--- config.mk ---
export PLATFORM = sky130hd
export DESIGN_NAME = bypass_network_flat
export DESIGN_NICKNAME = d
export VERILOG_FILES = /design/src/rtl/bypass_pkg.sv /design/src/rtl/bypass_network_if.sv /design/src/rtl/fwd_select.sv /design/src/rtl/bypass_network.sv /design/src/flat_wrapper.sv
export SDC_FILE = /design/constraint.sdc
export NUM_CORES = 1
export LEC_CHECK = 0
export ABC_AREA = 1
export CAP_MARGIN = 10
export CORE_ASPECT_RATIO = 1.2
export CORE_UTILIZATION = 41
export CTS_CLUSTER_DIAMETER = 150
export DETAILED_ROUTE_END_ITERATION = 6
export PLACE_DENSITY = 0.94
export SYNTH_ARGS = -nofsm -noshare
export SYNTH_HDL_FRONTEND = slang
export SYNTH_SLANG_ARGS = --single-unit
export TNS_END_PERCENT = 10
--- constraint.sdc ---
create_clock -name clk -period 2.4 [get_ports clk]
set_clock_uncertainty 0.15 [all_clocks]
set_input_delay 0.36 -clock clk [delete_from_list [all_inputs] [get_ports clk]]
set_output_delay 0.36 -clock clk [all_outputs]
set_load 0.02 [all_outputs]
--- src/rtl/bypass_pkg.sv ---
// Shared constants, slot-tag type and eligibility helper for the bypass network.
package bypass_pkg;

  // Per-source operand select encodings.
  localparam logic [1:0] FWD_ORI = 2'd0;
  localparam logic [1:0] FWD_MEM = 2'd1;
  localparam logic [1:0] FWD_WB  = 2'd2;

  // Architectural zero register; never a forwarding source.
  localparam int unsigned REG_ZERO = 0;

  // Control part of a pipeline slot tag; the destination index is kept alongside
  // so the tag stays independent of REG_ADDR_W.
  typedef struct packed {
    logic valid;
    logic we;
    logic is_load;
  } slot_tag_t;

  // A slot can supply a value only if it holds a real register-writing instruction.
  function automatic logic tag_eligible(slot_tag_t tag, logic dst_is_zero);
    return tag.valid && tag.we && !dst_is_zero;
  endfunction

endpackage

--- src/rtl/bypass_network_if.sv ---
// ID/EX-side bus of the bypass network: slave = bypass block, master = pipeline.
interface bypass_network_if #(
  parameter int unsigned DATA_W     = 32,
  parameter int unsigned NUM_SRC    = 2,
  parameter int unsigned REG_ADDR_W = 5
);
  logic                          flush;
  logic                          id_valid;
  logic [NUM_SRC*REG_ADDR_W-1:0] id_src_addr;
  logic [REG_ADDR_W-1:0]         id_dst_addr;
  logic                          id_dst_we;
  logic                          id_is_load;
  logic [NUM_SRC*DATA_W-1:0]     ex_src_data;
  logic [DATA_W-1:0]             mem_alu_out;
  logic [DATA_W-1:0]             wb_result;
  logic                          stall;
  logic [NUM_SRC*DATA_W-1:0]     ex_src_fwd;
  logic [NUM_SRC*2-1:0]          fwd_sel;

  modport master (
    output flush, id_valid, id_src_addr, id_dst_addr, id_dst_we, id_is_load,
    output ex_src_data, mem_alu_out, wb_result,
    input  stall, ex_src_fwd, fwd_sel
  );

  modport slave (
    input  flush, id_valid, id_src_addr, id_dst_addr, id_dst_we, id_is_load,
    input  ex_src_data, mem_alu_out, wb_result,
    output stall, ex_src_fwd, fwd_sel
  );
endinterface

--- src/rtl/fwd_select.sv ---
// Operand select for one EX source: MEM result (non-load), else WB result, else ID/EX value.
module fwd_select
  import bypass_pkg::*;
#(
  parameter int unsigned DATA_W     = 32,
  parameter int unsigned REG_ADDR_W = 5
) (
  input  logic [REG_ADDR_W-1:0] src_addr_i,
  input  logic [DATA_W-1:0]     ori_data_i,
  input  logic                  mem_elig_i,
  input  logic                  mem_is_load_i,
  input  logic [REG_ADDR_W-1:0] mem_dst_i,
  input  logic [DATA_W-1:0]     mem_data_i,
  input  logic                  wb_elig_i,
  input  logic [REG_ADDR_W-1:0] wb_dst_i,
  input  logic [DATA_W-1:0]     wb_data_i,
  output logic [1:0]            sel_o,
  output logic [DATA_W-1:0]     data_o
);

  // Priority mux: MEM is the younger producer; a load in MEM has no data yet.
  always_comb begin
    sel_o  = FWD_ORI;
    data_o = ori_data_i;
    if (mem_elig_i && !mem_is_load_i && (mem_dst_i == src_addr_i)) begin
      sel_o  = FWD_MEM;
      data_o = mem_data_i;
    end else if (wb_elig_i && (wb_dst_i == src_addr_i)) begin
      sel_o  = FWD_WB;
      data_o = wb_data_i;
    end
  end

endmodule

--- src/rtl/bypass_network.sv ---
// Operand forwarding and load-use interlock for the 5-stage pipeline.
// Optional statistics counters are built when FWD_STATS_EN is defined.
module bypass_network
  import bypass_pkg::*;
#(
  parameter int unsigned DATA_W     = 32,
  parameter int unsigned NUM_SRC    = 2,
  parameter int unsigned REG_ADDR_W = 5
`ifdef FWD_STATS_EN
  ,
  parameter int unsigned CNT_W      = 32
`endif
) (
  input  logic             clk,
  input  logic             rst,
  bypass_network_if.slave  bus
`ifdef FWD_STATS_EN
  ,
  output logic [CNT_W-1:0] stall_cnt,
  output logic [CNT_W-1:0] fwd_mem_cnt,
  output logic [CNT_W-1:0] fwd_wb_cnt
`endif
);

  localparam logic [REG_ADDR_W-1:0] RegZero = REG_ADDR_W'(REG_ZERO);

  slot_tag_t                     ex_tag_q, ex_tag_d, mem_tag_q, wb_tag_q;
  logic [REG_ADDR_W-1:0]         ex_dst_q, ex_dst_d, mem_dst_q, wb_dst_q;
  logic [NUM_SRC*REG_ADDR_W-1:0] ex_src_q, ex_src_d;
  logic                          ex_elig, mem_elig, wb_elig;
  logic                          src_hit, stall;
  logic [1:0]                    sel      [NUM_SRC];
  logic [DATA_W-1:0]             fwd_data [NUM_SRC];

  assign ex_elig  = tag_eligible(ex_tag_q, ex_dst_q == RegZero);
  assign mem_elig = tag_eligible(mem_tag_q, mem_dst_q == RegZero);
  assign wb_elig  = tag_eligible(wb_tag_q, wb_dst_q == RegZero);

  // Load-use interlock: an ID source matches a load still in EX.
  always_comb begin
    src_hit = 1'b0;
    for (int i = 0; i < NUM_SRC; i++) begin
      if (bus.id_src_addr[i*REG_ADDR_W +: REG_ADDR_W] == ex_dst_q) src_hit = 1'b1;
    end
    stall = bus.id_valid && !bus.flush && ex_elig && ex_tag_q.is_load && src_hit;
  end

  assign bus.stall = stall;

  // EX slot next state: take ID unless stalled or squashed, then insert a bubble.
  always_comb begin
    ex_tag_d = '0;
    ex_dst_d = '0;
    ex_src_d = '0;
    if (!stall && !bus.flush) begin
      ex_tag_d.valid   = bus.id_valid;
      ex_tag_d.we      = bus.id_dst_we;
      ex_tag_d.is_load = bus.id_is_load;
      ex_dst_d         = bus.id_dst_addr;
      ex_src_d         = bus.id_src_addr;
    end
  end

  // Tag shift register EX -> MEM -> WB.
  always_ff @(posedge clk) begin
    if (rst) begin
      ex_tag_q  <= '0;
      ex_dst_q  <= '0;
      ex_src_q  <= '0;
      mem_tag_q <= '0;
      mem_dst_q <= '0;
      wb_tag_q  <= '0;
      wb_dst_q  <= '0;
    end else begin
      ex_tag_q  <= ex_tag_d;
      ex_dst_q  <= ex_dst_d;
      ex_src_q  <= ex_src_d;
      mem_tag_q <= ex_tag_q;
      mem_dst_q <= ex_dst_q;
      wb_tag_q  <= mem_tag_q;
      wb_dst_q  <= mem_dst_q;
    end
  end

  for (genvar g = 0; g < NUM_SRC; g++) begin : g_src
    fwd_select #(
      .DATA_W     (DATA_W),
      .REG_ADDR_W (REG_ADDR_W)
    ) u_fwd_select (
      .src_addr_i    (ex_src_q[g*REG_ADDR_W +: REG_ADDR_W]),
      .ori_data_i    (bus.ex_src_data[g*DATA_W +: DATA_W]),
      .mem_elig_i    (mem_elig),
      .mem_is_load_i (mem_tag_q.is_load),
      .mem_dst_i     (mem_dst_q),
      .mem_data_i    (bus.mem_alu_out),
      .wb_elig_i     (wb_elig),
      .wb_dst_i      (wb_dst_q),
      .wb_data_i     (bus.wb_result),
      .sel_o         (sel[g]),
      .data_o        (fwd_data[g])
    );
  end

  // Pack per-source results onto the bus.
  always_comb begin
    bus.ex_src_fwd = '0;
    bus.fwd_sel    = '0;
    for (int i = 0; i < NUM_SRC; i++) begin
      bus.ex_src_fwd[i*DATA_W +: DATA_W] = fwd_data[i];
      bus.fwd_sel[i*2 +: 2]              = sel[i];
    end
  end

`ifndef SYNTHESIS
  logic missed_interlock;

  // A load in MEM feeding a live EX source means the interlock was bypassed.
  always_comb begin
    missed_interlock = 1'b0;
    for (int i = 0; i < NUM_SRC; i++) begin
      if (ex_tag_q.valid && mem_elig && mem_tag_q.is_load &&
          (ex_src_q[i*REG_ADDR_W +: REG_ADDR_W] == mem_dst_q)) begin
        missed_interlock = 1'b1;
      end
    end
  end

  a_no_load_in_mem_use: assert property (@(posedge clk) disable iff (rst) !missed_interlock);
`endif

`ifdef FWD_STATS_EN
  logic [CNT_W-1:0] stall_cnt_q, stall_cnt_d;
  logic [CNT_W-1:0] fwd_mem_cnt_q, fwd_mem_cnt_d;
  logic [CNT_W-1:0] fwd_wb_cnt_q, fwd_wb_cnt_d;
  logic [CNT_W-1:0] mem_inc, wb_inc;

  function automatic logic [CNT_W-1:0] sat_add(logic [CNT_W-1:0] a, logic [CNT_W-1:0] b);
    logic [CNT_W:0] sum;
    sum = {1'b0, a} + {1'b0, b};
    return sum[CNT_W] ? '1 : sum[CNT_W-1:0];
  endfunction

  // Per-cycle increments, saturating at all-ones.
  always_comb begin
    mem_inc = '0;
    wb_inc  = '0;
    for (int i = 0; i < NUM_SRC; i++) begin
      if (sel[i] == FWD_MEM) mem_inc = mem_inc + CNT_W'(1);
      if (sel[i] == FWD_WB)  wb_inc  = wb_inc + CNT_W'(1);
    end
    stall_cnt_d   = sat_add(stall_cnt_q, CNT_W'(stall));
    fwd_mem_cnt_d = sat_add(fwd_mem_cnt_q, mem_inc);
    fwd_wb_cnt_d  = sat_add(fwd_wb_cnt_q, wb_inc);
  end

  // Statistics registers.
  always_ff @(posedge clk) begin
    if (rst) begin
      stall_cnt_q   <= '0;
      fwd_mem_cnt_q <= '0;
      fwd_wb_cnt_q  <= '0;
    end else begin
      stall_cnt_q   <= stall_cnt_d;
      fwd_mem_cnt_q <= fwd_mem_cnt_d;
      fwd_wb_cnt_q  <= fwd_wb_cnt_d;
    end
  end

  assign stall_cnt   = stall_cnt_q;
  assign fwd_mem_cnt = fwd_mem_cnt_q;
  assign fwd_wb_cnt  = fwd_wb_cnt_q;
`endif

endmodule

--- src/flat_wrapper.sv ---
// flat-port wrapper written by rule: the top's interface ports become plain ports
module bypass_network_flat import bypass_pkg::*;
#(
  parameter int unsigned DATA_W     = 32,
  parameter int unsigned NUM_SRC    = 2,
  parameter int unsigned REG_ADDR_W = 5

)
  (clk, rst, bus_flush, bus_id_valid, bus_id_src_addr, bus_id_dst_addr, bus_id_dst_we, bus_id_is_load, bus_ex_src_data, bus_mem_alu_out, bus_wb_result, bus_stall, bus_ex_src_fwd, bus_fwd_sel);
  bypass_network_if #(.DATA_W(DATA_W), .NUM_SRC(NUM_SRC), .REG_ADDR_W(REG_ADDR_W)) bus_i ();
  input  logic clk;
  input  logic rst;
  input wire logic [$bits(bus_i.flush)-1:0] bus_flush;
  input wire logic [$bits(bus_i.id_valid)-1:0] bus_id_valid;
  input wire logic [$bits(bus_i.id_src_addr)-1:0] bus_id_src_addr;
  input wire logic [$bits(bus_i.id_dst_addr)-1:0] bus_id_dst_addr;
  input wire logic [$bits(bus_i.id_dst_we)-1:0] bus_id_dst_we;
  input wire logic [$bits(bus_i.id_is_load)-1:0] bus_id_is_load;
  input wire logic [$bits(bus_i.ex_src_data)-1:0] bus_ex_src_data;
  input wire logic [$bits(bus_i.mem_alu_out)-1:0] bus_mem_alu_out;
  input wire logic [$bits(bus_i.wb_result)-1:0] bus_wb_result;
  output wire logic [$bits(bus_i.stall)-1:0] bus_stall;
  output wire logic [$bits(bus_i.ex_src_fwd)-1:0] bus_ex_src_fwd;
  output wire logic [$bits(bus_i.fwd_sel)-1:0] bus_fwd_sel;
  assign bus_i.flush = bus_flush;
  assign bus_i.id_valid = bus_id_valid;
  assign bus_i.id_src_addr = bus_id_src_addr;
  assign bus_i.id_dst_addr = bus_id_dst_addr;
  assign bus_i.id_dst_we = bus_id_dst_we;
  assign bus_i.id_is_load = bus_id_is_load;
  assign bus_i.ex_src_data = bus_ex_src_data;
  assign bus_i.mem_alu_out = bus_mem_alu_out;
  assign bus_i.wb_result = bus_wb_result;
  assign bus_stall = bus_i.stall;
  assign bus_ex_src_fwd = bus_i.ex_src_fwd;
  assign bus_fwd_sel = bus_i.fwd_sel;
  bypass_network #(.DATA_W(DATA_W), .NUM_SRC(NUM_SRC), .REG_ADDR_W(REG_ADDR_W)) u_core (.clk(clk), .rst(rst), .bus(bus_i));
endmodule
==> flow_summary.html, run 1 <==
<table>
<tr><th>Metric</th><th>Value</th></tr>
<tr><th colspan="2">STA</th></tr>
<tr><td>Min Clock Period, post-route</td><td>2380 ps</td></tr>
<tr><td>Final Max Tran Viols</td><td>0</td></tr>
<tr><td>Worst hold slack across all endpoints</td><td>~280 ps</td></tr>
<tr><td>Endpoints failing hold</td><td>0</td></tr>
<tr><td>Unrepaired setup endpoints after global routing</td><td>yes</td></tr>
<tr><td>Minimum setup slack in the final design</td><td>23.1 ps</td></tr>
<tr><td>Worst slew pin tran</td><td>319 ps</td></tr>
<tr><td>Maximum achievable frequency</td><td>421 MHz</td></tr>
<tr><td>Headroom to the max-slew limit</td><td>78.7%</td></tr>
<tr><td>Period utilisation layout</td><td>99.0%</td></tr>
<tr><td>TNS Setup</td><td>0 ps</td></tr>
<tr><td>Final setup violation count</td><td>0</td></tr>
<tr><th colspan="2">Setup path</th></tr>
<tr><td>Largest stage delay on the critical path</td><td>350 ps</td></tr>
<tr><td>Worst EP required</td><td>1890 ps</td></tr>
<tr><td>Count of buffering cells on the critical path with inverters included</td><td>3</td></tr>
<tr><td>Maximum fanout encountered on the critical timing path</td><td>21</td></tr>
<tr><td>Worst-path cell with the longest stage delay</td><td>sky130_fd_sc_hd__dfxtp_1</td></tr>
<tr><td>Cell repeated most along the worst path</td><td>sky130_fd_sc_hd__nand2_1</td></tr>
<tr><td>Critical path data arrival time</td><td>roughly 1900 ps</td></tr>
<tr><td>Capturing element type of the critical path</td><td>output pin</td></tr>
<tr><td>Critical Setup Path Class</td><td>flip-flop to output pin</td></tr>
<tr><td>Cell family contributing the most delay on the critical path</td><td>buffers and inverters</td></tr>
<tr><td>Cell breakdown of the critical path</td><td>or2_1, a21oi_2, nand3_2, inv_2, buf_12, nand2_1, nand2_1, clkdlybuf4s15_2</td></tr>
<tr><td>Crit start category</td><td>flip-flop</td></tr>
<tr><th colspan="2">Floorplan</th></tr>
<tr><td>Floorplan die area</td><td>0.00882 mm²</td></tr>
<tr><td>Top-level port count</td><td>218</td></tr>
<tr><td>Placeable Area</td><td>0.00815 mm²</td></tr>
<tr><td>Initial Utilization</td><td>approximately 42%</td></tr>
<tr><td>Die boundary height</td><td>approximately 100 µm</td></tr>
<tr><td>Count of standard-cell rows</td><td>36</td></tr>
<tr><td>Overall die width</td><td>about 86 µm</td></tr>
<tr><th colspan="2">Global route</th></tr>
<tr><td>Number of antenna violations at the first check in global routing</td><td>1</td></tr>
<tr><td>Global-route wire length before repair</td><td>20500 µm</td></tr>
<tr><td>Vias in the first global route</td><td>4385</td></tr>
<tr><td>Largest net degree at the start of global routing</td><td>34</td></tr>
<tr><td>Total gr overflow</td><td>0</td></tr>
<tr><td>Total GRT Usage</td><td>between 20% and 30%</td></tr>
<tr><th colspan="2">Synthesis</th></tr>
<tr><td>Top cells by instance count after synthesis</td><td>sky130_fd_sc_hd__nand2_1 (222), sky130_fd_sc_hd__inv_1 (139), sky130_fd_sc_hd__nand3_1 (100)</td></tr>
<tr><td>Proportion of synthesized flip-flops having asynchronous set or reset</td><td>0%</td></tr>
<tr><td>Leading area contributor after synthesis</td><td>sky130_fd_sc_hd__nand2_1</td></tr>
<tr><td>Total standard cell area after synthesis</td><td>0.00346 mm²</td></tr>
<tr><td>Yosys top cell area share</td><td>24.1%</td></tr>
<tr><td>Commonest register cell after synthesis</td><td>sky130_fd_sc_hd__dfxtp_1</td></tr>
<tr><td>Top cells by area in the synthesized netlist</td><td>sky130_fd_sc_hd__nand2_1 (24%), sky130_fd_sc_hd__dfxtp_1 (19%), sky130_fd_sc_hd__inv_1 (15%), sky130_fd_sc_hd__nand3_1 (14%), sky130_fd_sc_hd__nand4_1 (6.3%)</td></tr>
<tr><td>Average instance area after synthesis</td><td>~5.3 µm²</td></tr>
<tr><td>Sequential area share after synthesis</td><td>19.1%</td></tr>
<tr><td>Number of distinct library cells after synthesis</td><td>23</td></tr>
<tr><td>Warning count from the yosys run</td><td>0</td></tr>
<tr><td>Instance count of the mapped netlist</td><td>roughly 660</td></tr>
<tr><td>Net Count, Synth</td><td>between 800 and 900</td></tr>
<tr><td>Count of flip-flops with a built-in enable after synthesis</td><td>0</td></tr>
<tr><td>Cell with the most instances after synthesis</td><td>sky130_fd_sc_hd__nand2_1</td></tr>
<tr><td>#FFs+latches synth</td><td>33</td></tr>
<tr><th colspan="2">Routing</th></tr>
<tr><td>Mean number of vias per cell</td><td>4.87</td></tr>
<tr><td>Final routed wire length divided by cell count</td><td>between 10 and 15 µm</td></tr>
<tr><td>Iteration-0 DRC Markers</td><td>328</td></tr>
<tr><td>DR DRC count</td><td>0</td></tr>
<tr><td>DRT Wirelength</td><td>13300 µm</td></tr>
<tr><td>Number of nets with antenna violations after routing</td><td>0</td></tr>
<tr><td>Count of vias placed by the detailed router</td><td>~4800</td></tr>
<tr><td>Initial DRT Pass Iterations</td><td>5</td></tr>
<tr><th colspan="2">Min path</th></tr>
<tr><td>Worst min path class</td><td>flip-flop to flip-flop</td></tr>
<tr><th colspan="2">Layout</th></tr>
<tr><td>Cell Count, Final, Fillers Out</td><td>979</td></tr>
<tr><td>Fraction of final layout cells sized beyond drive strength 1</td><td>13.6%</td></tr>
<tr><td>Diode count</td><td>0</td></tr>
<tr><td># nets final</td><td>1013</td></tr>
<tr><td>Filler Cells Inserted</td><td>701</td></tr>
<tr><td>Relative area change from synthesis to final layout</td><td>64.9%</td></tr>
<tr><td>Post-Layout Inst Area</td><td>0.00571 mm²</td></tr>
<tr><td>Post-Route Utilization</td><td>70.0%</td></tr>
<tr><th colspan="2">Place</th></tr>
<tr><td>Port bufs</td><td>about 220</td></tr>
<tr><td>DP Cell Count</td><td>971</td></tr>
<tr><td>Standard cell area after detailed placement</td><td>0.00580 mm²</td></tr>
<tr><td>Dpl hpwl</td><td>10200 µm</td></tr>
<tr><td>Weighted congestion reported at the end of routability-driven placement</td><td>0.839</td></tr>
<tr><td>Post-Place Worst Slack</td><td>-107 ps</td></tr>
<tr><th colspan="2">Clocking</th></tr>
<tr><td>Max Root-Sink Buffers</td><td>2</td></tr>
<tr><td>Clock Tree Root</td><td>sky130_fd_sc_hd__clkbuf_8</td></tr>
<tr><td>Number of buffers inserted during clock tree synthesis</td><td>5</td></tr>
<tr><td>TritonCTS clock tree</td><td>built</td></tr>
<tr><td>Clk sinks</td><td>33</td></tr>
<tr><td>Number of levels the H-tree was split into</td><td>2</td></tr>
<tr><td>CTS clk-pin slew, worst paths</td><td>60 ps</td></tr>
<tr><td>Clock insertion delay at the later pin of the skew report</td><td>280 ps</td></tr>
<tr><th colspan="2">Power</th></tr>
<tr><td>Power Total</td><td>between 1.5 and 2 mW</td></tr>
<tr><td>LEAKAGE</td><td>3.18 nW</td></tr>
<tr><td>Worst ir drop on vdd</td><td>0.451 mV</td></tr>
<tr><td>Ratio of total power to cell area</td><td>291 mW/mm²</td></tr>
<tr><th colspan="2">Job</th></tr>
<tr><td>Number of max-cap violations</td><td>0</td></tr>
<tr><th colspan="2">Status</th></tr>
<tr><td>Result of the run</td><td>completed</td></tr>
</table>
[kinds of logic after synthesis]
logic type / Yosys count / share of synthesized area, %
AND/OR/NAND/NOR: 417 / 53.2
buffers and inverters: 181 / 22.1
flip-flops: 33 / 19.1
AO/OA/AOI/OAI: 5 / 0.831
XOR/XNOR: 19 / 4.81
[cell type report]
| type | count | area, µm² | share of cell area (%) |
|---|---|---|---|
| Inverter | 145 | 544 | 9.53 |
| Clock inverter | 2 | 10.0 | 0.175 |
| Multi-Input combinational cell | 441 | 2060 | 36.1 |
| Sequential cell | 33 | 674 | 11.8 |
| Timing Repair Buffer | 238 | 2200 | 38.6 |
| Clock buffer | 6 | 72.6 | 1.27 |
| Tap cell | 114 | 143 | 2.50 |
[routing by layer]
metal | share of wire [%] | GRT usage [%] | up-vias
met1 | 38 | 34.3 | 2105
met3 | 8.1 | 3.52 | 38
met5 | 0.083 | 0 | -
met4 | 3.1 | 11.8 | 2
met2 | 50 | 54.0 | 230
li1 | - | - | 2394
[power breakdown]
group	switching [mW]	total [mW]	leakage, nW	internal (mW)
registers	0.0161	0.583	0.275	0.567
logic	0.329	0.686	2.86	0.357
clock network	0.191	0.392	0.0450	0.201
[flip-flops by register name (all words and copies together) (netlist names)]
signal            flops
u_core.mem_tag_q      3
u_core.wb_dst_q       5
u_core.ex_src_q      10
u_core.ex_tag_q       3
u_core.wb_tag_q       2
u_core.ex_dst_q       5
u_core.mem_dst_q      5
[placed cells by master (no fill, tap or decap), types with 8 or more instances in the layout]
master                            netlist  layout
sky130_fd_sc_hd__clkdlybuf4s50_1        0     148
sky130_fd_sc_hd__dfxtp_1               33      22
sky130_fd_sc_hd__xor2_1                11      11
sky130_fd_sc_hd__nor2_1                49      47
sky130_fd_sc_hd__buf_2                 27       8
sky130_fd_sc_hd__clkbuf_2               0      38
sky130_fd_sc_hd__clkdlybuf4s15_1        0       8
sky130_fd_sc_hd__nand2_1              222     221
sky130_fd_sc_hd__nand3_1              100      99
sky130_fd_sc_hd__buf_4                  0      13
sky130_fd_sc_hd__inv_1                139     139
sky130_fd_sc_hd__dfxtp_2                0      11
sky130_fd_sc_hd__nand4_1               35      35
[final timing paths]
check | start | to | slack, ps | cells past startpoint
min | u_core.ex_tag_q[1] | u_core.mem_tag_q[1] | 280 | 2
min reg2reg | u_core.ex_tag_q[1] | u_core.mem_tag_q[1] | 280 | 2
max reg2reg | u_core.ex_dst_q[2] | u_core.ex_src_q[6] | 810 | 9
max | u_core.mem_dst_q[2] | bus_ex_src_fwd[20] | 20 | 8
[worst reg2reg max path: cells and delay by family, from the launching register on]
| kind | cells | cell delay (ps) |
|---|---|---|
| and+or+nand+nor | 7 | 760 |
| DFF | 1 | 370 |
| buffers and inverters | 1 | 100 |
| AOI/OAI and AO/OA | 1 | 90 |
[timing repair]
item	4_1_cts	5_1_grt
hold buffers	0	0
gates resized for setup	136	90
endpoints found under the setup margin	68	68
buffers inserted	0	0
pin swaps	0	3
Power figures use the tool's default switching activity.
==> run 2, diff against run 1 <==
Settings changed: PLACE_DENSITY 0.94 to not set, PLACE_DENSITY_LB_ADDON set to 0.3, RECOVER_POWER set to 50.
==> flow_summary.html, run 2 (synthesized netlist as in run 1, its figures left out) <==
<table>
<tr><th>Metric</th><th>Value</th></tr>
<tr><th colspan="2">Clocking</th></tr>
<tr><td>Number of buffers inserted during clock tree synthesis</td><td>5</td></tr>
<tr><td>Clock Tree Root</td><td>sky130_fd_sc_hd__clkbuf_8</td></tr>
<tr><td>Clock insertion delay at the later pin of the skew report</td><td>290 ps</td></tr>
<tr><td>Clk sinks</td><td>33</td></tr>
<tr><td>CTS clk-pin slew, worst paths</td><td>approximately 70 ps</td></tr>
<tr><td>Number of levels the H-tree was split into</td><td>2</td></tr>
<tr><td>TritonCTS clock tree</td><td>built</td></tr>
<tr><td>Max Root-Sink Buffers</td><td>2</td></tr>
<tr><td>Cts hold-fix bufs</td><td>0</td></tr>
<tr><th colspan="2">Floorplan</th></tr>
<tr><td>Placeable Area</td><td>0.00815 mm²</td></tr>
<tr><td>Initial Utilization</td><td>42.5%</td></tr>
<tr><td>Count of standard-cell rows</td><td>36</td></tr>
<tr><td>Die boundary height</td><td>103 µm</td></tr>
<tr><td>Top-level port count</td><td>roughly 220</td></tr>
<tr><td>Overall die width</td><td>85.9 µm</td></tr>
<tr><td>Floorplan die area</td><td>0.00882 mm²</td></tr>
<tr><th colspan="2">Place</th></tr>
<tr><td>Dpl hpwl</td><td>just over 10000 µm</td></tr>
<tr><td>Standard cell area after detailed placement</td><td>0.00580 mm²</td></tr>
<tr><td>Port bufs</td><td>217</td></tr>
<tr><td>Weighted congestion reported at the end of routability-driven placement</td><td>0.960</td></tr>
<tr><td>DP Cell Count</td><td>around 970</td></tr>
<tr><th colspan="2">Power</th></tr>
<tr><td>Ratio of total power to cell area</td><td>290 mW/mm²</td></tr>
<tr><td>Portion of total power attributed to the clock network</td><td>23.9%</td></tr>
<tr><td>LEAKAGE</td><td>3.19 nW</td></tr>
<tr><td>Combinational share of power</td><td>41.4%</td></tr>
<tr><td>P_int</td><td>1.13 mW</td></tr>
<tr><td>Sw Ratio</td><td>32.9%</td></tr>
<tr><td>Flop pwr share</td><td>34.6%</td></tr>
<tr><td>Worst ir drop on vdd</td><td>0.456 mV</td></tr>
<tr><td>Switching power</td><td>about 0.55 mW</td></tr>
<tr><td>Power Total</td><td>1.68 mW</td></tr>
<tr><th colspan="2">Routing</th></tr>
<tr><td>Met3 WL</td><td>1150 µm</td></tr>
<tr><td>DRT Wirelength</td><td>14000 µm</td></tr>
<tr><td>Iteration-0 DRC Markers</td><td>between 200 and 300</td></tr>
<tr><td>Detail Route met2 WL</td><td>7190 µm</td></tr>
<tr><td>Top routing layer used</td><td>met4</td></tr>
<tr><td>Total routed wire length on the met1 layer</td><td>5300 µm</td></tr>
<tr><td>Initial DRT Pass Iterations</td><td>6</td></tr>
<tr><td>Final routed wire length divided by cell count</td><td>about 14 µm</td></tr>
<tr><td>DR DRC count</td><td>0</td></tr>
<tr><td>Count of vias placed by the detailed router</td><td>4902</td></tr>
<tr><td>Mean number of vias per cell</td><td>4.98</td></tr>
<tr><td>Number of nets with antenna violations after routing</td><td>0</td></tr>
<tr><th colspan="2">Global route</th></tr>
<tr><td>Total GRT Usage</td><td>30.4%</td></tr>
<tr><td>Largest net degree at the start of global routing</td><td>33</td></tr>
<tr><td>Total gr overflow</td><td>0</td></tr>
<tr><td>Global-route wire length before repair</td><td>~21000 µm</td></tr>
<tr><td>Vias in the first global route</td><td>4569</td></tr>
<tr><td>Number of antenna violations at the first check in global routing</td><td>0</td></tr>
<tr><th colspan="2">Setup path</th></tr>
<tr><td>Cell family contributing the most delay on the critical path</td><td>buffers and inverters</td></tr>
<tr><td>Critical path data arrival time</td><td>1910 ps</td></tr>
<tr><td>Cell breakdown of the critical path</td><td>or2_1, a21oi_2, nand3_2, inv_2, buf_12, nand2_1, nand2_1, clkdlybuf4s15_1</td></tr>
<tr><td>Capturing element type of the critical path</td><td>output pin</td></tr>
<tr><td>Worst EP required</td><td>approximately 1900 ps</td></tr>
<tr><td>Critical Setup Path Class</td><td>flip-flop to output pin</td></tr>
<tr><td>Cell repeated most along the worst path</td><td>sky130_fd_sc_hd__nand2_1</td></tr>
<tr><td>Largest stage delay on the critical path</td><td>~340 ps</td></tr>
<tr><td>Crit start category</td><td>flip-flop</td></tr>
<tr><td>Maximum fanout encountered on the critical timing path</td><td>15</td></tr>
<tr><td>Count of buffering cells on the critical path with inverters included</td><td>3</td></tr>
<tr><td>Worst-path cell with the longest stage delay</td><td>sky130_fd_sc_hd__dfxtp_1</td></tr>
<tr><th colspan="2">Layout</th></tr>
<tr><td>Most frequent standard cell in the layout excluding fill and tap cells</td><td>sky130_fd_sc_hd__nand2_1</td></tr>
<tr><td>Area occupied by multi-input gates</td><td>0.00208 mm²</td></tr>
<tr><td>Filler Cells Inserted</td><td>767</td></tr>
<tr><td>Fraction of final layout cells sized beyond drive strength 1</td><td>between 10% and 20%</td></tr>
<tr><td>Number of flip-flops under the largest register name</td><td>10</td></tr>
<tr><td>Cell Count, Final, Fillers Out</td><td>~990</td></tr>
<tr><td>Post-Route Utilization</td><td>71.1%</td></tr>
<tr><td>Post-Layout Inst Area</td><td>0.00580 mm²</td></tr>
<tr><td>Relative area change from synthesis to final layout</td><td>67.5%</td></tr>
<tr><td>Register name with the most flops</td><td>u_core.ex_src_q</td></tr>
<tr><td># nets final</td><td>1019</td></tr>
<tr><td>Most frequent cells in the layout</td><td>sky130_fd_sc_hd__nand2_1 (222), sky130_fd_sc_hd__clkdlybuf4s50_1 (146), sky130_fd_sc_hd__inv_1 (139), sky130_fd_sc_hd__nand3_1 (99), sky130_fd_sc_hd__nor2_1 (48)</td></tr>
<tr><td>Diode count</td><td>0</td></tr>
<tr><td>Seq. cell area</td><td>672 µm²</td></tr>
<tr><th colspan="2">STA</th></tr>
<tr><td>Final setup violation count</td><td>6</td></tr>
<tr><td>Period utilisation layout</td><td>101%</td></tr>
<tr><td>Final Max Tran Viols</td><td>0</td></tr>
<tr><td>Minimum setup slack in the final design</td><td>-17.0 ps</td></tr>
<tr><td>Headroom to the max-slew limit</td><td>56.4%</td></tr>
<tr><td>Min Clock Period, post-route</td><td>2420 ps</td></tr>
<tr><td>Maximum achievable frequency</td><td>between 400 and 500 MHz</td></tr>
<tr><td>Unrepaired setup endpoints after global routing</td><td>yes</td></tr>
<tr><td>Worst slew pin tran</td><td>654 ps</td></tr>
<tr><td>Endpoints failing hold</td><td>0</td></tr>
<tr><th colspan="2">Status</th></tr>
<tr><td>Violations in the final reports</td><td>negative setup slack</td></tr>
<tr><td>Result of the run</td><td>finished with violations</td></tr>
<tr><th colspan="2">Min path</th></tr>
<tr><td>Worst min path class</td><td>flip-flop to flip-flop</td></tr>
<tr><th colspan="2">Job</th></tr>
<tr><td>Number of max-cap violations</td><td>0</td></tr>
</table>
## run 2: metal layers
layer	up-vias	track usage [%]
met4	0	10.4
li1	2405	-
met5	-	0
met1	2190	34.1
met2	269	58.1
met3	38	4.56
## run 2: through the flow
stage	setup WS (ps)	hold WS [ps]	TNS (ps)
global route	-127	286	-2220
detailed placement	-113	268	-1810
CTS	-35.4	272	-139
floorplan	552	253	0
global placement	-66.8	258	-277
finish	-17.0	270	-56.5
## run 2: power groups by stage
stage	logic, mW	clock network [mW]	registers (mW)
after floorplan	0.297	0	0.589
after global placement	0.702	0	0.592
after detailed placement	0.712	0	0.593
after CTS	0.700	0.403	0.582
after global routing	0.750	0.430	0.584
final	0.697	0.402	0.583
## run 2: final timing paths
path                       start                   to  slack [ps]  cells past startpoint
max          u_core.mem_dst_q[2]   bus_ex_src_fwd[21]         -20                      8
min           u_core.ex_tag_q[1]  u_core.mem_tag_q[1]         270                      2
max reg2reg   u_core.ex_dst_q[2]   u_core.ex_src_q[2]         520                     10
min reg2reg   u_core.ex_tag_q[1]  u_core.mem_tag_q[1]         270                      2
## run 2: worst reg2reg max path, delay by kind of cell, from the launching register on
kind | cells | cell delay (ps)
compound gates | 1 | 80
simple gates | 7 | 940
flops | 1 | 350
buf+inv | 2 | 220
## run 2: area by class of cell
type | count | share of cell area, %
multi-input combinational | 442 | 35.9
clock buffer | 6 | 1.25
sequential | 33 | 11.6
tap | 114 | 2.46
clock inverter | 2 | 0.173
inverter | 145 | 9.39
timing repair buffer | 243 | 39.3
## run 2: timing repair
action	CTS	global route
pin swaps	4	3
gates resized for setup	198	53
setup endpoints to repair	69	68
cloned	1	0
buffers inserted	4	0
==> variant 1: new RTL, flow settings as in run 2 <==
`DATA_W` is set to 32 in 4 places; all go to 48.
--- a/src/rtl/bypass_network_if.sv
+++ b/src/rtl/bypass_network_if.sv
@@ -1,6 +1,6 @@
 // ID/EX-side bus of the bypass network: slave = bypass block, master = pipeline.
 interface bypass_network_if #(
-  parameter int unsigned DATA_W     = 32,
+  parameter int unsigned DATA_W     = 48,
   parameter int unsigned NUM_SRC    = 2,
   parameter int unsigned REG_ADDR_W = 5
 );
--- a/src/rtl/fwd_select.sv
+++ b/src/rtl/fwd_select.sv
@@ -2,7 +2,7 @@
 module fwd_select
   import bypass_pkg::*;
 #(
-  parameter int unsigned DATA_W     = 32,
+  parameter int unsigned DATA_W     = 48,
   parameter int unsigned REG_ADDR_W = 5
 ) (
   input  logic [REG_ADDR_W-1:0] src_addr_i,
--- a/src/rtl/bypass_network.sv
+++ b/src/rtl/bypass_network.sv
@@ -3,7 +3,7 @@
 module bypass_network
   import bypass_pkg::*;
 #(
-  parameter int unsigned DATA_W     = 32,
+  parameter int unsigned DATA_W     = 48,
   parameter int unsigned NUM_SRC    = 2,
   parameter int unsigned REG_ADDR_W = 5
 `ifdef FWD_STATS_EN
--- a/src/flat_wrapper.sv
+++ b/src/flat_wrapper.sv
@@ -1,7 +1,7 @@
 // flat-port wrapper written by rule: the top's interface ports become plain ports
 module bypass_network_flat import bypass_pkg::*;
 #(
-  parameter int unsigned DATA_W     = 32,
+  parameter int unsigned DATA_W     = 48,
   parameter int unsigned NUM_SRC    = 2,
   parameter int unsigned REG_ADDR_W = 5
 
Ports: changed (resized bus_ex_src_data, bus_ex_src_fwd, bus_mem_alu_out and bus_wb_result); port bits go from 218 to 314. The function was not compared with the original's and may differ.
==> variant 1 against run 2 <==
The flow still finishes with violations (setup timing); routed wire length increased by 52%; maximum frequency down 0.50%; area after synthesis increased by 30%; sequential cell count is the same; worst setup slack got worse by 12 ps; power grew 37%; cell area increased by 36%; die area grew 29%.
==> variant 1: results (changes against run 2) <==
status finished, violations left (unchanged); failing checks setup timing (unchanged); VDD IR max 0.000398 V (was 0.000456 V); clock share of power 28.3% (was 23.9%); Seq/Total Area, Yosys 14.7% (was 19.1%); asr flop ratio synth 0% (unchanged); # setup viols final 12 (was 6); Crit-path slowest cell dfxtp_2 (was dfxtp_1); Met3 Routed Length 2.32 mm (was 1.15 mm); final hold slack 271 ps (was 270 ps); Leak 4.41 nW (was 3.19 nW); drt total wl 21.2 mm (was 14.0 mm); sw frac 32.7% (was 32.9%); Seq pwr share 25.3% (was 34.6%); CP startpoint u_core.wb_dst_q[0] (was u_core.mem_dst_q[2]); Area after DPL 7950 um^2 (was 5800 um^2); root buf cell clkbuf_16 (was clkbuf_8); global-route wire length before repair 31.9 mm (was 21.3 mm); pre-CTS setup slack -93.0 ps (was -113 ps); Final HPWL DP 15.6 mm (was 10.3 mm); CP Capture Point bus_ex_src_fwd[60] (was bus_ex_src_fwd[21]); initial antenna violation count 5 (was 0); Mapped Nets 1096 (was 804); Post-Place Cells 1305 (was 972); largest net degree at the start of global routing 77 (was 33); FF-to-FF setup slack 550 ps (was 520 ps); drt first-iter violations 445 (was 274); top sig layer met5 (was met4); Met2 Routed Length 10.1 mm (was 7.19 mm); Critical R2R Capture u_core.ex_src_q[6] (was u_core.ex_src_q[2]); fill cell count 936 (was 767); worst slew pin tran 662 ps (was 654 ps); nets 1401 (was 1019); wire length per cell 16.1 um (was 14.2 um); met2 track demand over resource 61.1% (was 58.1%); met1 Use GR 43.2% (was 34.1%); crit-path leading delay family simple AND/OR/NAND/NOR gates (was buffers and inverters); clock-pin slew on the worst setup and hold paths 50 ps (was 70 ps); number of global-route vias before repair 6125 (was 4569); met1 wire length 8.09 mm (was 5.30 mm); Arr. time, crit path 1920 ps; number of buffers added on ports 313 (was 217); setup ws final -29.2 ps (was -17.0 ps); combinational power 1.07 mW (was 0.697 mW); Post-synth top cells nand2_1 (316), inv_1 (184), nand4_1 (99), nand3_1 (98), nor2_1 (47) (was nand2_1 (222), inv_1 (139), nand3_1 (100), nor2_1 (49), nand4_1 (35)); layout cells sized above 1 15.2% (was 13.8%); GPL Wtd Cong 0.986 (was 0.960); Clock Latency Late Sink 270 ps (was 290 ps); total track usage 35.0% (was 30.4%); Crit Path Max Fanout 16 (was 15); met3 usage 7.72% (was 4.56%); largest stage delay on the critical path 330 ps; routed via count 6807 (was 4902); Fin Setup TNS -207 ps (was -56.5 ps); top post-synthesis cells by area nand2_1 (26%), inv_1 (15%), dfxtp_1 (15%) (was nand2_1 (24%), dfxtp_1 (19%), inv_1 (15%)); post-route cell area 7910 um^2 (was 5800 um^2); Mean Syn Cell Area 5.08 um^2 (was 5.29 um^2)
variant 1: changes by cell type after synthesis, sizes merged, moves of 2 or more:
cell	before	now
nand2	224	317
nand4	35	99
inv	145	189
buf	34	48
clkbuf	2	15
xor2	11	13
variant 1: repair_timing:
action,CTS,global route
pin swaps,2,3
resized for setup,238,121
setup endpoints to repair,101,100
gates cloned,1,2
hold endpoints to repair,0,0
buffers inserted,1,1
variant 1: cell type report:
type                       instances  share of cell area (%)
inverter                         189                    9.10
sequential                        33                    8.48
multi-input combinational        598                    35.8
timing repair buffer             361                    42.5
clock inverter                     1                  0.0633
antenna                            1                  0.0317
clock buffer                       7                    1.93
tap                              129                    2.04
variant 1: kinds of logic (layout without fill, tap and decap cells):
kind of cell / count (synthesis) / after routing / share of synthesized area, %
AOI/OAI and AO/OA: 5 / 5 / 0.558
xor gates and xnor gates: 21 / 21 / 4.10
buffers and inverters: 252 / 558 / 23.4
DFF: 33 / 33 / 14.7
other: 0 / 1 / 0
and+or+nand+nor: 572 / 572 / 57.3
==> variant 2: new RTL, flow settings as in run 2 <==
Without the edit above. `ex_src_q` and `mem_dst_q` no longer have a reset.
--- a/src/rtl/bypass_network.sv
+++ b/src/rtl/bypass_network.sv
@@ -66,20 +66,21 @@
     if (rst) begin
       ex_tag_q  <= '0;
       ex_dst_q  <= '0;
-      ex_src_q  <= '0;
       mem_tag_q <= '0;
-      mem_dst_q <= '0;
       wb_tag_q  <= '0;
       wb_dst_q  <= '0;
     end else begin
       ex_tag_q  <= ex_tag_d;
       ex_dst_q  <= ex_dst_d;
-      ex_src_q  <= ex_src_d;
       mem_tag_q <= ex_tag_q;
-      mem_dst_q <= ex_dst_q;
       wb_tag_q  <= mem_tag_q;
       wb_dst_q  <= mem_dst_q;
     end
+  end
+
+  always_ff @(posedge clk) begin
+    ex_src_q  <= ex_src_d;
+    mem_dst_q <= ex_dst_q;
   end
 
   for (genvar g = 0; g < NUM_SRC; g++) begin : g_src
Function: no difference found for any inputs over 10 cycles, from zero or initial values and one cycle with rst high; that may be too few to reach the edited logic, so the function may still have changed.
==> variant 2 against run 2 <==
Power rose by 2.6%; synthesized cell count fell by 0.76%; worst setup slack got worse by 3.4 ps; the flow still finishes with violations (setup timing); cell area fell by 2.4%; routed wire length fell by 2.0%; sequential cell count did not move; critical endpoint is now bus_ex_src_fwd[39]; critical path type unchanged; area after synthesis fell by 0.98%; cell count fell by 1.9%; largest power group unchanged.
==> variant 2: results (changes against run 2) <==
vias per inst 5.04 (was 4.98); # setup viols final 1 (was 6); Pre-antenna DRT Iters 5 (was 6); setup ws final -20.3 ps (was -17.0 ps); GPL Wtd Cong 0.867 (was 0.960); sw frac 31.7% (was 32.9%); combinational power 0.725 mW (was 0.697 mW); xor and xnor fraction of the mapped netlist area 4.60% (was 4.81%); Leak 3.20 nW (was 3.19 nW); max_slew headroom 70.9% (was 56.4%); crit-path leading delay family simple AND/OR/NAND/NOR gates (was buffers and inverters); post-synth cell types 24 (was 23); number of global-route vias before repair 4780 (was 4569); PostCTS Resize Cnt 164 (was 198); VDD IR max 0.000405 V (was 0.000456 V); Crit Path Max Fanout 20 (was 15); Final HPWL DP 10.5 mm (was 10.3 mm); top post-synthesis cells by area nand2_1 (25%), dfxtp_1 (19%), inv_1 (15%) (was nand2_1 (24%), dfxtp_1 (19%), inv_1 (15%)); worst r2r src u_core.ex_dst_q[1] (was u_core.ex_dst_q[2]); Mapped Nets 799 (was 804); layout cells sized above 1 14.5% (was 13.8%); total track usage 30.9% (was 30.4%); status finished, violations left (unchanged); fill cell count 758 (was 767); drt first-iter violations 258 (was 274); failing checks setup timing (unchanged); clock-net power 0.410 mW (was 0.402 mW)
-- variant 2: per-stage QoR --
stage | utilization, % | hold slack, ps | std cells | total power [mW] | setup TNS [ps]
2_1_floorplan | - | 214 | 650 | 0.904 | 0
3_3_place_gp | 71.7 | 228 | 957 | 1.33 | -167
3_5_place_dp | 71.7 | 243 | 957 | 1.34 | -765
4_1_cts | 72.7 | 249 | 966 | 1.74 | -102
5_1_grt | 69.8 | 253 | 966 | 1.82 | -522
6_report | 69.8 | 246 | 966 | 1.73 | -20.3
-- variant 2: worst reg2reg max path: stages (launching register included) --
cell	delay, ps
dfxtp_1	390
inv_1	80
nand2_1	70
nand2_1	50
nor2_1	150
nand3_1	90
nand2_1	80
nand2_1	90
nand2_1	280
nor2_1	80
-- variant 2: layout make-up --
cell class	instances	area share, %
Multi-Input combinational cell	440	35.4
Clock buffer	7	1.53
Tap cell	95	2.10
Sequential cell	33	11.9
Inverter	143	9.51
Timing Repair Buffer	248	39.6
-- variant 2: metal layers --
layer  vias to the layer above  global-route usage, %  part of all wire, %
li1                       2404                      -                    -
met1                      2176                   32.0                   35
met4                         0                   13.8                  3.4
met3                        42                   5.17                  8.1
met2                       246                   60.9                   53
met5                         -                      0                    0
-- variant 2: final timing paths --
kind	endpoint	slack, ps	cells past startpoint
setup / recovery	bus_ex_src_fwd[39]	-20	9
hold / removal	u_core.mem_dst_q[1]	250	0
hold reg to reg	u_core.mem_dst_q[1]	250	0
setup reg to reg	u_core.ex_src_q[2]	780	9
-- variant 2: cell families (layout without fill, tap and decap cells) --
kind of cell / after synthesis / count (layout)
and+or+nand+nor: 420 / 420
buffers and inverters: 177 / 398
DFF: 33 / 33
xor gates and xnor gates: 18 / 18
AOI/OAI and AO/OA: 2 / 2
